**config.mk**
```make
export PLATFORM = sky130hd
export DESIGN_NAME = mem_access_unit_flat
export DESIGN_NICKNAME = d
export VERILOG_FILES = /design/src/rtl/mem_pkg.sv /design/src/rtl/mem_access_unit_if.sv /design/src/rtl/mem_lane_align.sv /design/src/rtl/mem_access_unit.sv /design/src/flat_wrapper.sv
export SDC_FILE = /design/constraint.sdc
export NUM_CORES = 1
export LEC_CHECK = 0
export ABC_AREA = 0
export BUFFER_PORTS_ARGS = -buffer_cell sky130_fd_sc_hd__clkbuf_2
export CORE_MARGIN = 10
export CORE_UTILIZATION = 53
export CTS_CLUSTER_DIAMETER = 60
export DETAILED_ROUTE_END_ITERATION = 7
export GPL_TIMING_DRIVEN = 0
export PLACE_DENSITY = 0.86
export SYNTH_ARGS = -nofsm -noshare
export SYNTH_HDL_FRONTEND = slang
export SYNTH_SLANG_ARGS = --single-unit
```
**constraint.sdc**
```tcl
create_clock -name clk -period 8 [get_ports clk]
set_input_delay 0.4 -clock clk [delete_from_list [all_inputs] [get_ports clk]]
set_output_delay 0.4 -clock clk [all_outputs]
set_load 0.02 [all_outputs]
```
**src/rtl/mem_pkg.sv**
```systemverilog
// Shared types for the load/store unit: access size, FSM states and AXI response codes.
package mem_pkg;

  typedef enum logic [1:0] {
    SZ_BYTE = 2'd0,
    SZ_HALF = 2'd1,
    SZ_WORD = 2'd2,
    SZ_RSVD = 2'd3
  } size_t;

  typedef enum logic [2:0] {
    IDLE,
    RAM,
    AXI_AW_W,
    AXI_B,
    AXI_AR,
    AXI_R,
    DONE
  } state_t;

  localparam logic [1:0] RESP_OKAY   = 2'b00;
  localparam logic [1:0] RESP_SLVERR = 2'b10;

  function automatic logic misaligned(size_t sz, logic [1:0] off);
    return (sz == SZ_RSVD) || (sz == SZ_HALF && off[0]) || (sz == SZ_WORD && off != 2'b00);
  endfunction

endpackage

```
**src/rtl/mem_access_unit_if.sv**
```systemverilog
// AXI-lite master bus of the load/store unit (read and write channels).
interface mem_access_unit_if;
  logic [31:0] araddr;
  logic [2:0]  arprot;
  logic        arvalid;
  logic        arready;
  logic [31:0] rdata;
  logic [1:0]  rresp;
  logic        rvalid;
  logic        rready;
  logic [31:0] awaddr;
  logic [2:0]  awprot;
  logic        awvalid;
  logic        awready;
  logic [31:0] wdata;
  logic [3:0]  wstrb;
  logic        wvalid;
  logic        wready;
  logic [1:0]  bresp;
  logic        bvalid;
  logic        bready;

  modport master (
    output araddr, arprot, arvalid, rready, awaddr, awprot, awvalid, wdata, wstrb, wvalid, bready,
    input  arready, rdata, rresp, rvalid, awready, wready, bresp, bvalid
  );

  modport slave (
    input  araddr, arprot, arvalid, rready, awaddr, awprot, awvalid, wdata, wstrb, wvalid, bready,
    output arready, rdata, rresp, rvalid, awready, wready, bresp, bvalid
  );
endinterface

```
**src/rtl/mem_lane_align.sv**
```systemverilog
// Combinational byte-lane steering: store replication/strobe and load extract/extend.
module mem_lane_align
  import mem_pkg::*;
(
  input  size_t       st_size_i,
  input  logic [1:0]  st_off_i,
  input  logic [31:0] st_wdata_i,
  output logic [31:0] st_data_o,
  output logic [3:0]  st_strb_o,
  input  size_t       ld_size_i,
  input  logic        ld_unsigned_i,
  input  logic [1:0]  ld_off_i,
  input  logic [31:0] ld_word_i,
  output logic [31:0] ld_data_o
);

  logic [31:0] ld_shift;

  always_comb begin
    st_data_o = st_wdata_i;
    st_strb_o = 4'b1111;
    case (st_size_i)
      SZ_BYTE: begin
        st_data_o = {4{st_wdata_i[7:0]}};
        st_strb_o = 4'b0001 << st_off_i;
      end
      SZ_HALF: begin
        st_data_o = {2{st_wdata_i[15:0]}};
        st_strb_o = 4'b0011 << st_off_i;
      end
      default: ;
    endcase
  end

  // Selected lane is moved down to bit 0 before extension.
  always_comb begin
    ld_shift  = ld_word_i >> {ld_off_i, 3'b000};
    ld_data_o = ld_word_i;
    case (ld_size_i)
      SZ_BYTE: ld_data_o = ld_unsigned_i ? {24'h0, ld_shift[7:0]}
                                         : {{24{ld_shift[7]}}, ld_shift[7:0]};
      SZ_HALF: ld_data_o = ld_unsigned_i ? {16'h0, ld_shift[15:0]}
                                         : {{16{ld_shift[15]}}, ld_shift[15:0]};
      default: ;
    endcase
  end

endmodule

```
**src/rtl/mem_access_unit.sv**
```systemverilog
// Load/store unit: routes aligned accesses to a fixed-latency RAM or an AXI-lite
// peripheral window, with per-phase timeout and a one-cycle done pulse.
module mem_access_unit
  import mem_pkg::*;
#(
  parameter int         RAM_AW   = 19,
  parameter int         RAM_LAT  = 1,
  parameter logic [7:0] MMIO_TAG = 8'h7F,
  parameter int         TIMEOUT  = 1024
) (
  input  logic              clk,
  input  logic              rstn,
  input  logic              req_valid,
  output logic              req_ready,
  input  logic              req_load,
  input  logic              req_store,
  input  size_t             req_size,
  input  logic              req_unsigned,
  input  logic [31:0]       req_addr,
  input  logic [31:0]       req_wdata,
  output logic              done,
  output logic              fault,
  output logic [31:0]       rdata,
  output logic [RAM_AW-1:0] ram_addr,
  output logic [31:0]       ram_dina,
  input  logic [31:0]       ram_douta,
  output logic              ram_ena,
  output logic [3:0]        ram_wea,
  mem_access_unit_if.master m_axi
);

  localparam int CW = $clog2(TIMEOUT + 8);

  state_t            state_q, state_d;
  logic [CW-1:0]     cnt_q, cnt_d;
  logic [31:0]       rdata_q, rdata_d;
  logic              fault_q, fault_d;
  logic [RAM_AW-1:0] ram_addr_q, ram_addr_d;
  logic [31:0]       ram_dina_q, ram_dina_d;
  logic              ram_ena_q, ram_ena_d;
  logic [3:0]        ram_wea_q, ram_wea_d;
  logic [31:0]       axi_addr_q, axi_addr_d;
  logic              arvalid_q, arvalid_d, rready_q, rready_d;
  logic              awvalid_q, awvalid_d, wvalid_q, wvalid_d, bready_q, bready_d;
  logic [31:0]       wdata_q, wdata_d;
  logic [3:0]        wstrb_q, wstrb_d;
  size_t             ld_size_q;
  logic              ld_uns_q;
  logic [1:0]        ld_off_q;
  logic [31:0]       st_data, ld_data, ld_word;
  logic [3:0]        st_strb;
  logic              accept, tmo_hit;

  assign accept  = (state_q == IDLE) && req_valid;
  assign tmo_hit = (cnt_q == CW'(TIMEOUT - 1));
  assign ld_word = (state_q == RAM) ? ram_douta : m_axi.rdata;

  mem_lane_align u_align (
    .st_size_i    (req_size),
    .st_off_i     (req_addr[1:0]),
    .st_wdata_i   (req_wdata),
    .st_data_o    (st_data),
    .st_strb_o    (st_strb),
    .ld_size_i    (ld_size_q),
    .ld_unsigned_i(ld_uns_q),
    .ld_off_i     (ld_off_q),
    .ld_word_i    (ld_word),
    .ld_data_o    (ld_data)
  );

  always_comb begin
    state_d    = state_q;
    cnt_d      = cnt_q;
    rdata_d    = rdata_q;
    fault_d    = fault_q;
    ram_addr_d = ram_addr_q;
    ram_dina_d = ram_dina_q;
    ram_ena_d  = ram_ena_q;
    ram_wea_d  = ram_wea_q;
    axi_addr_d = axi_addr_q;
    arvalid_d  = arvalid_q;
    rready_d   = rready_q;
    awvalid_d  = awvalid_q;
    wvalid_d   = wvalid_q;
    wdata_d    = wdata_q;
    wstrb_d    = wstrb_q;
    bready_d   = bready_q;
    case (state_q)
      IDLE: if (req_valid) begin
        cnt_d   = '0;
        rdata_d = req_addr;
        fault_d = 1'b0;
        state_d = DONE;
        if (!req_load && !req_store) begin
          state_d = DONE;
        end else if ((req_load && req_store) || misaligned(req_size, req_addr[1:0])) begin
          fault_d = 1'b1;
        end else if (req_addr[31:24] == MMIO_TAG) begin
          rdata_d    = '0;
          axi_addr_d = {req_addr[31:2], 2'b00};
          if (req_store) begin
            awvalid_d = 1'b1;
            wvalid_d  = 1'b1;
            wdata_d   = st_data;
            wstrb_d   = st_strb;
            state_d   = AXI_AW_W;
          end else begin
            arvalid_d = 1'b1;
            state_d   = AXI_AR;
          end
        end else begin
          rdata_d    = '0;
          ram_ena_d  = 1'b1;
          ram_addr_d = req_addr[RAM_AW+1:2];
          ram_wea_d  = req_store ? st_strb : 4'b0000;
          ram_dina_d = req_store ? st_data : 32'h0;
          state_d    = RAM;
        end
      end
      // A store leaves after its single write cycle; a load waits out the read latency.
      RAM: begin
        cnt_d = cnt_q + 1'b1;
        if (ram_wea_q != 4'b0000 || cnt_q == CW'(RAM_LAT)) begin
          if (ram_wea_q == 4'b0000) rdata_d = ld_data;
          ram_ena_d = 1'b0;
          ram_wea_d = 4'b0000;
          state_d   = DONE;
        end
      end
      AXI_AW_W: begin
        cnt_d = cnt_q + 1'b1;
        if (awvalid_q && m_axi.awready) awvalid_d = 1'b0;
        if (wvalid_q && m_axi.wready) wvalid_d = 1'b0;
        if (!awvalid_d && !wvalid_d) begin
          bready_d = 1'b1;
          cnt_d    = '0;
          state_d  = AXI_B;
        end else if (tmo_hit) begin
          awvalid_d = 1'b0;
          wvalid_d  = 1'b0;
          fault_d   = 1'b1;
          state_d   = DONE;
        end
      end
      AXI_B: begin
        cnt_d = cnt_q + 1'b1;
        if (m_axi.bvalid || tmo_hit) begin
          bready_d = 1'b0;
          fault_d  = !m_axi.bvalid || (m_axi.bresp != RESP_OKAY);
          state_d  = DONE;
        end
      end
      AXI_AR: begin
        cnt_d = cnt_q + 1'b1;
        if (m_axi.arready) begin
          arvalid_d = 1'b0;
          rready_d  = 1'b1;
          cnt_d     = '0;
          state_d   = AXI_R;
        end else if (tmo_hit) begin
          arvalid_d = 1'b0;
          fault_d   = 1'b1;
          state_d   = DONE;
        end
      end
      AXI_R: begin
        cnt_d = cnt_q + 1'b1;
        if (m_axi.rvalid) begin
          rready_d = 1'b0;
          rdata_d  = ld_data;
          fault_d  = (m_axi.rresp != RESP_OKAY);
          state_d  = DONE;
        end else if (tmo_hit) begin
          rready_d = 1'b0;
          fault_d  = 1'b1;
          state_d  = DONE;
        end
      end
      DONE:    state_d = IDLE;
      default: state_d = IDLE;
    endcase
  end

  always_ff @(posedge clk) begin
    if (!rstn) begin
      state_q    <= IDLE;
      cnt_q      <= '0;
      rdata_q    <= '0;
      fault_q    <= 1'b0;
      ram_addr_q <= '0;
      ram_dina_q <= '0;
      ram_ena_q  <= 1'b0;
      ram_wea_q  <= 4'b0000;
      axi_addr_q <= '0;
      arvalid_q  <= 1'b0;
      rready_q   <= 1'b0;
      awvalid_q  <= 1'b0;
      wvalid_q   <= 1'b0;
      wdata_q    <= '0;
      wstrb_q    <= 4'b0000;
      bready_q   <= 1'b0;
    end else begin
      state_q    <= state_d;
      cnt_q      <= cnt_d;
      rdata_q    <= rdata_d;
      fault_q    <= fault_d;
      ram_addr_q <= ram_addr_d;
      ram_dina_q <= ram_dina_d;
      ram_ena_q  <= ram_ena_d;
      ram_wea_q  <= ram_wea_d;
      axi_addr_q <= axi_addr_d;
      arvalid_q  <= arvalid_d;
      rready_q   <= rready_d;
      awvalid_q  <= awvalid_d;
      wvalid_q   <= wvalid_d;
      wdata_q    <= wdata_d;
      wstrb_q    <= wstrb_d;
      bready_q   <= bready_d;
    end
  end

  // Load shaping info only matters after acceptance, so it carries no reset.
  always_ff @(posedge clk) begin
    if (accept) begin
      ld_size_q <= req_size;
      ld_uns_q  <= req_unsigned;
      ld_off_q  <= req_addr[1:0];
    end
  end

  assign req_ready     = (state_q == IDLE);
  assign done          = (state_q == DONE);
  assign fault         = fault_q;
  assign rdata         = rdata_q;
  assign ram_addr      = ram_addr_q;
  assign ram_dina      = ram_dina_q;
  assign ram_ena       = ram_ena_q;
  assign ram_wea       = ram_wea_q;
  assign m_axi.araddr  = axi_addr_q;
  assign m_axi.awaddr  = axi_addr_q;
  assign m_axi.arprot  = 3'b000;
  assign m_axi.awprot  = 3'b000;
  assign m_axi.arvalid = arvalid_q;
  assign m_axi.rready  = rready_q;
  assign m_axi.awvalid = awvalid_q;
  assign m_axi.wvalid  = wvalid_q;
  assign m_axi.wdata   = wdata_q;
  assign m_axi.wstrb   = wstrb_q;
  assign m_axi.bready  = bready_q;

endmodule

```
**src/flat_wrapper.sv**
```systemverilog
// flat-port wrapper written by rule: the top's interface ports become plain ports
module mem_access_unit_flat import mem_pkg::*;
#(
  parameter int         RAM_AW   = 19,
  parameter int         RAM_LAT  = 1,
  parameter logic [7:0] MMIO_TAG = 8'h7F,
  parameter int         TIMEOUT  = 1024
)
  (clk, rstn, req_valid, req_ready, req_load, req_store, req_size, req_unsigned, req_addr, req_wdata, done, fault, rdata, ram_addr, ram_dina, ram_douta, ram_ena, ram_wea, m_axi_araddr, m_axi_arprot, m_axi_arvalid, m_axi_rready, m_axi_awaddr, m_axi_awprot, m_axi_awvalid, m_axi_wdata, m_axi_wstrb, m_axi_wvalid, m_axi_bready, m_axi_arready, m_axi_rdata, m_axi_rresp, m_axi_rvalid, m_axi_awready, m_axi_wready, m_axi_bresp, m_axi_bvalid);
  mem_access_unit_if m_axi_i ();
  input  logic clk;
  input  logic rstn;
  input  logic req_valid;
  output logic req_ready;
  input  logic req_load;
  input  logic req_store;
  input  size_t req_size;
  input  logic req_unsigned;
  input  logic [31:0] req_addr;
  input  logic [31:0] req_wdata;
  output logic done;
  output logic fault;
  output logic [31:0] rdata;
  output logic [RAM_AW-1:0] ram_addr;
  output logic [31:0] ram_dina;
  input  logic [31:0] ram_douta;
  output logic ram_ena;
  output logic [3:0] ram_wea;
  output wire logic [$bits(m_axi_i.araddr)-1:0] m_axi_araddr;
  output wire logic [$bits(m_axi_i.arprot)-1:0] m_axi_arprot;
  output wire logic [$bits(m_axi_i.arvalid)-1:0] m_axi_arvalid;
  output wire logic [$bits(m_axi_i.rready)-1:0] m_axi_rready;
  output wire logic [$bits(m_axi_i.awaddr)-1:0] m_axi_awaddr;
  output wire logic [$bits(m_axi_i.awprot)-1:0] m_axi_awprot;
  output wire logic [$bits(m_axi_i.awvalid)-1:0] m_axi_awvalid;
  output wire logic [$bits(m_axi_i.wdata)-1:0] m_axi_wdata;
  output wire logic [$bits(m_axi_i.wstrb)-1:0] m_axi_wstrb;
  output wire logic [$bits(m_axi_i.wvalid)-1:0] m_axi_wvalid;
  output wire logic [$bits(m_axi_i.bready)-1:0] m_axi_bready;
  input wire logic [$bits(m_axi_i.arready)-1:0] m_axi_arready;
  input wire logic [$bits(m_axi_i.rdata)-1:0] m_axi_rdata;
  input wire logic [$bits(m_axi_i.rresp)-1:0] m_axi_rresp;
  input wire logic [$bits(m_axi_i.rvalid)-1:0] m_axi_rvalid;
  input wire logic [$bits(m_axi_i.awready)-1:0] m_axi_awready;
  input wire logic [$bits(m_axi_i.wready)-1:0] m_axi_wready;
  input wire logic [$bits(m_axi_i.bresp)-1:0] m_axi_bresp;
  input wire logic [$bits(m_axi_i.bvalid)-1:0] m_axi_bvalid;
  assign m_axi_araddr = m_axi_i.araddr;
  assign m_axi_arprot = m_axi_i.arprot;
  assign m_axi_arvalid = m_axi_i.arvalid;
  assign m_axi_rready = m_axi_i.rready;
  assign m_axi_awaddr = m_axi_i.awaddr;
  assign m_axi_awprot = m_axi_i.awprot;
  assign m_axi_awvalid = m_axi_i.awvalid;
  assign m_axi_wdata = m_axi_i.wdata;
  assign m_axi_wstrb = m_axi_i.wstrb;
  assign m_axi_wvalid = m_axi_i.wvalid;
  assign m_axi_bready = m_axi_i.bready;
  assign m_axi_i.arready = m_axi_arready;
  assign m_axi_i.rdata = m_axi_rdata;
  assign m_axi_i.rresp = m_axi_rresp;
  assign m_axi_i.rvalid = m_axi_rvalid;
  assign m_axi_i.awready = m_axi_awready;
  assign m_axi_i.wready = m_axi_wready;
  assign m_axi_i.bresp = m_axi_bresp;
  assign m_axi_i.bvalid = m_axi_bvalid;
  mem_access_unit #(.RAM_AW(RAM_AW), .RAM_LAT(RAM_LAT), .MMIO_TAG(MMIO_TAG), .TIMEOUT(TIMEOUT)) u_core (.clk(clk), .rstn(rstn), .req_valid(req_valid), .req_ready(req_ready), .req_load(req_load), .req_store(req_store), .req_size(req_size), .req_unsigned(req_unsigned), .req_addr(req_addr), .req_wdata(req_wdata), .done(done), .fault(fault), .rdata(rdata), .ram_addr(ram_addr), .ram_dina(ram_dina), .ram_douta(ram_douta), .ram_ena(ram_ena), .ram_wea(ram_wea), .m_axi(m_axi_i));
endmodule
```
# After elaboration in Yosys (flattened, before gate mapping)
# Cells that the tools add are included.
[totals]
reg_bits = 179
in_bits = 145
out_inout_bits = 202
wordCells = 185
[classes]
n_addsub = 1
n_eq_ne = 30
n_shift = 3
mux = 81
bitwise = 3
reduce_logical = 48
[ops]
columns = ["op", "n"]
rows = [
  ["32-bit two-way mux", 10],
  ["32-bit one-hot mux with 2 select lines", 2],
  ["32-bit one-hot mux with 3 select lines", 1],
  ["11-bit one-hot mux with 4 select lines", 1],
  ["1-bit two-way mux", 37],
  ["11-bit two-way mux", 3],
  ["3-bit two-way mux", 11],
  ["32-bit by 5-bit right shift with 16-bit output", 1],
  ["4-bit two-way mux", 6],
  ["2-bit != test, second input constant", 11],
  ["5-bit AND reduction", 4],
  ["3-bit one-hot mux with 6 select lines", 1],
  ["6-bit AND reduction", 3],
  ["4-bit one-hot mux with 2 select lines", 2],
  ["2-bit nonzero test", 8],
  ["1-bit one-hot mux with 2 select lines", 6],
  ["11-bit by 1-bit adder with 11-bit output, second input constant", 1],
  ["11-bit by 1-bit == test with 1-bit output, second input constant", 1],
  ["11-bit by 10-bit == test with 1-bit output, second input constant", 1],
  ["3-bit == test, second input constant", 3],
  ["3-bit AND reduction", 3],
  ["8-bit by 7-bit == test with 1-bit output, second input constant", 1],
  ["1-bit logical AND", 8],
  ["2-bit by 1-bit != test with 1-bit output, second input constant", 4],
  ["20 further kinds", 37],
]

# Longest topological paths before layout
[logic_depth]
ltp_word = 9
ltp_mapped = 9
mapped_depth_nobuf = 7

# Cells and area by module
# A second synthesis with hierarchy kept.
[hier_totals]
cells_unflattened = 1203
area_unflattened_um2 = 9530.4
[modules_own_cells]
columns = ["module", "instances", "cells_per_inst", "area_each_um2", "seq_area_each_um2"]
rows = [
  ["mem_access_unit", 1, 1020, 8285.4, 3633.5],
  ["mem_lane_align", 1, 183, 1244.9, 0.0],
]

# Worst setup path after synthesis
# Ideal clock, no wire load.
[synth_timing]
kind = "register to register"
startpoint = "reg u_core.state_q[0]"
endpoint = "reg u_core.ram_dina_q[16], in the netlist u_core.ram_dina[16]"
setup_time_ns = 0.128
arrival_ns = 2.524
t_required_ns = 7.872
setup_slack_ns = 5.348
stages_incl_launch_ff = 8
path_buffers = 2
synth_period_minus_slack_ns = 2.652
path_cell_list = "dfxtp_1 > clkbuf_1 > nor4b_1 > nand4_1 > nor2_1 > clkbuf_1 > mux2i_1 > nor2_1"
[synth_between]
elab_chain_cells = 2
[synth_rtl]
columns = ["element", "line_no", "text"]
rows = [
  ["from (decl)", "mem_access_unit.sv:34", "state_t state_q, state_d;"],
  ["from (signal assigned)", "mem_access_unit.sv:203", "state_q <= state_d;"],
  ["3-bit logical NOT", "mem_access_unit.sv:88", "case (state_q)"],
  ["5-bit AND reduction (no line)", "-", ""],
  ["to (signal assigned)", "mem_access_unit.sv:208", "ram_dina_q <= ram_dina_d;"],
  ["to (decl)", "mem_access_unit.sv:39", "logic [31:0] ram_dina_q, ram_dina_d;"],
]
# No other way between the ends.
# A chain may end at the register's enable or synchronous reset.

# Final worst setup path
[layout_timing]
startpoint = "reg u_core.state_q[0]"
endpoint = "reg u_core.ram_dina_q[17], in the netlist u_core.ram_dina[17]"
# The elaborated chain is that of the path after synthesis.

==> run metrics <==
period utilisation layout 41.24%; Clock H-tree levels 4; Startpoint Class flip-flop; Routed Wire Length 36600 µm; Register-to-Register Path Depth 7; Post-CTS Resized 0; CTS Buf Count 17; port bufs 335; cell depth of the worst setup path 7; Hold Vio Cnt, Final 0; # setup viols final 0; f_max 303.1 MHz; clock share of power 27.2%; logic gate share of total power 37.7%; CTS tree yes; core region area 0.01652 mm²; warnings from Yosys 0; HP Class input pin to flip-flop; largest stage delay on the critical path 0.77 ns; layout cells sized above 1 30.09%; worst reg2reg path startpoint u_core.state_q[0]; Max Cap Viol 0; Seq/Total Area, Yosys 40.90%; # Post-CTS Setup Buffers 0; post-synthesis async set-or-reset flop share 0%; Final Skew 0.01289 ns; Routed Antenna Nets 0; initial drt markers 709; Final nets 1595; Psw 1.222 mW; Slew Viols, Final 0; most frequent cells in the layout clkbuf_2 (335), dfxtp_1 (174), nand2_1 (168), a21oi_1 (120), nor2_1 (108); dpl ws 4.226 ns; Post-synth EDFFs 5; CP endpoint kind flip-flop; Pre-antenna DRT Iters 5; first-pass GRT wire length 54500 µm; initial antenna violation count 0; Cell Pwr Density 267.8 mW/mm²; sw frac 39.83%; Die W 149.5 µm; minimum clock period 3.300 ns; DR vias/cell 5.794; Die Y 149.5 µm; flop and latch count out of synthesis 179; Distinct cells, synth 62; Final Core Density 69.34%; reg2reg end u_core.ram_dina[17]; largest net degree at the start of global routing 18; routability cong. 0.9916; Clock Path Buffers 2; CP startpoint u_core.state_q[0]; setup ws final 4.700 ns; hold buffer count at CTS 0; clk_lat worst skew 0.44 ns; area delta synth->final 28.97%; WS Path Type flip-flop to flip-flop; Clock Sinks 179; R2R Setup Slk 4.70 ns; cell internal pwr 1.846 mW; Post-Syn Area 0.008885 mm²; Peak VDD IR 0.1491 mV; Vias 9728; IO Count 347; critical path cell sequence clkbuf_1 > nor4b_2 > nand4_1 > nor2_1 > clkbuf_1 > mux2i_1 > nor2_1; unrepaired setup endpoints after global routing false; Critical Path End u_core.ram_dina[17]; CP delay by family, top simple AND/OR/NAND/NOR gates; drt drc 0; hpwl dp 28990 µm; Worst Path Max Fanout 10; Synth Area per Inst 8.196 µm²; Critical path buffers and inverters 2; slew margin rel. 24.47%; Tot GR Track Use 31.22%; actual slew at the worst max-slew pin 1.123 ns; clk slew on worst S/H paths 0.07 ns; most common cell after layout, fill and taps aside clkbuf_2; Critical Path Slowest Stage Cell nor4b_2; Main synth FF type dfxtp_1; initial core utilization 53.77%; static leakage power 5.064 nW; Pwr Total 3.069 mW; GRT overflow 0; number of cell rows 47; antenna cells 0; outcome complete, no violations; filler instances 1405; Setup TNS 0 ns; crit path DAT 3.61 ns; Crit path required time 8.31 ns; vias in the first global route 9513; sequential power share 35.1%; post-synthesis cell count 1084; wire per inst 21.80 µm; clock root buffer clkbuf_16; Die ar. 0.02234 mm²
-- cell type report --
class                   count  area [µm²]  share of cell area (%)
flip-flops and latches    179        3633                   31.71
plain buffers             123       626.9                   5.471
inverters                  10       37.54                  0.3276
clock inverters            13       142.6                   1.245
repair buffers            335        1677                   14.63
multi-input cells         781        4627                   40.38
clock buffers              18       439.2                   3.833
well taps                 220       275.3                   2.402
-- cell families (layout without fill, tap and decap cells) --
family          count (synthesis)  count (layout)  synth area share (%)
compound gates                282             282                 20.43
xor+xnor                       10              10                0.9857
fa+ha+maj                       3               3                0.4225
buf+inv                       133             499                 7.478
flops                         179             179                 40.90
mux                            85              85                 9.886
other cells                     1              10               0.04221
simple gates                  391             391                 19.86
-- power groups by stage --
stage | logic [mW] | clock network [mW] | registers [mW]
floorplan | 0.644 | 0 | 1.19
global placement | 1.12 | 0 | 1.09
detailed placement | 1.13 | 0 | 1.09
CTS | 1.14 | 0.834 | 1.08
global route | 1.25 | 0.875 | 1.09
finish | 1.16 | 0.836 | 1.08
-- routing by layer --
metal,routed length [µm],vias to the layer above,global-route usage [%],part of all wire [%]
li1,-,4513,-,-
met1,13180,4507,34.59,36
met2,17390,598,51.90,48
met3,4231,110,10.81,12
met4,1788,0,16.29,4.9
met5,0,-,0,0
-- cell usage after synthesis (all sizes together) (4+ instances only) --
master	number	area, µm²
dfxtp	174	3483
nand2	168	630.6
a21oi	120	600.6
nor2	108	405.4
mux2i	81	810.8
clkbuf	70	262.8
buf	53	364.1
o21ai	47	235.2
a211oi	32	240.2
nand3	24	120.1
nand2b	20	125.1
a2111oi	19	197.7
a221oi	15	131.4
nand3b	14	105.1
nor3	11	55.05
xor2	10	87.58
inv	9	33.78
a32oi	8	70.07
nor2b	8	50.05
a31o	7	61.31
a22o	6	52.55
nand4	6	37.54
edfxtp	5	150.1
or2	5	31.28
a21o	4	30.03
and3	4	25.02
nor4	4	25.02
-- flip-flops by register name, indices dropped and copies added (netlist names) --
| register | cells |
|---|---|
| u_core.ram_wea | 4 |
| u_core.m_axi.awvalid | 1 |
| u_core.m_axi.wdata | 32 |
| u_core.ram_addr | 19 |
| u_core.m_axi.araddr | 30 |
| u_core.ram_dina | 32 |
| u_core.ld_uns_q | 1 |
| u_core.ram_ena | 1 |
| u_core.state_q | 3 |
| u_core.m_axi.wstrb | 4 |
| u_core.m_axi.wvalid | 1 |
| u_core.m_axi.arvalid | 1 |
| u_core.m_axi.bready | 1 |
| u_core.m_axi.rready | 1 |
| u_core.ld_off_q | 2 |
| u_core.cnt_q | 11 |
| u_core.ld_size_q | 2 |
| u_core.rdata | 32 |
| u_core.fault | 1 |
-- through the flow --
stage / hold WS [ns] / area (µm²) / cells
floorplan: 0.4571 / 8919 / 1093
global placement: 0.4381 / 10870 / 1648
detailed placement: 0.4439 / 10870 / 1648
CTS: 0.1348 / 11450 / 1679
global route: 0.1325 / 11460 / 1679
finish: 0.1408 / 11460 / 1679
-- worst min path at each step --
stage / to / slack (ns) / startpoint / cells past startpoint
3_3_place_gp: u_core.ram_dina[30] / 0.44 / u_core.ram_dina[30] / 2
4_1_cts: u_core.ld_uns_q / 0.13 / req_unsigned / 1
2_1_floorplan: u_core.cnt_q[1] / 0.46 / u_core.cnt_q[1] / 2
6_report: u_core.ld_uns_q / 0.14 / req_unsigned / 1
5_1_grt: u_core.ld_uns_q / 0.13 / req_unsigned / 1
3_5_place_dp: u_core.ram_dina[27] / 0.44 / u_core.ram_dina[27] / 2
Power figures use the tool's default switching activity.
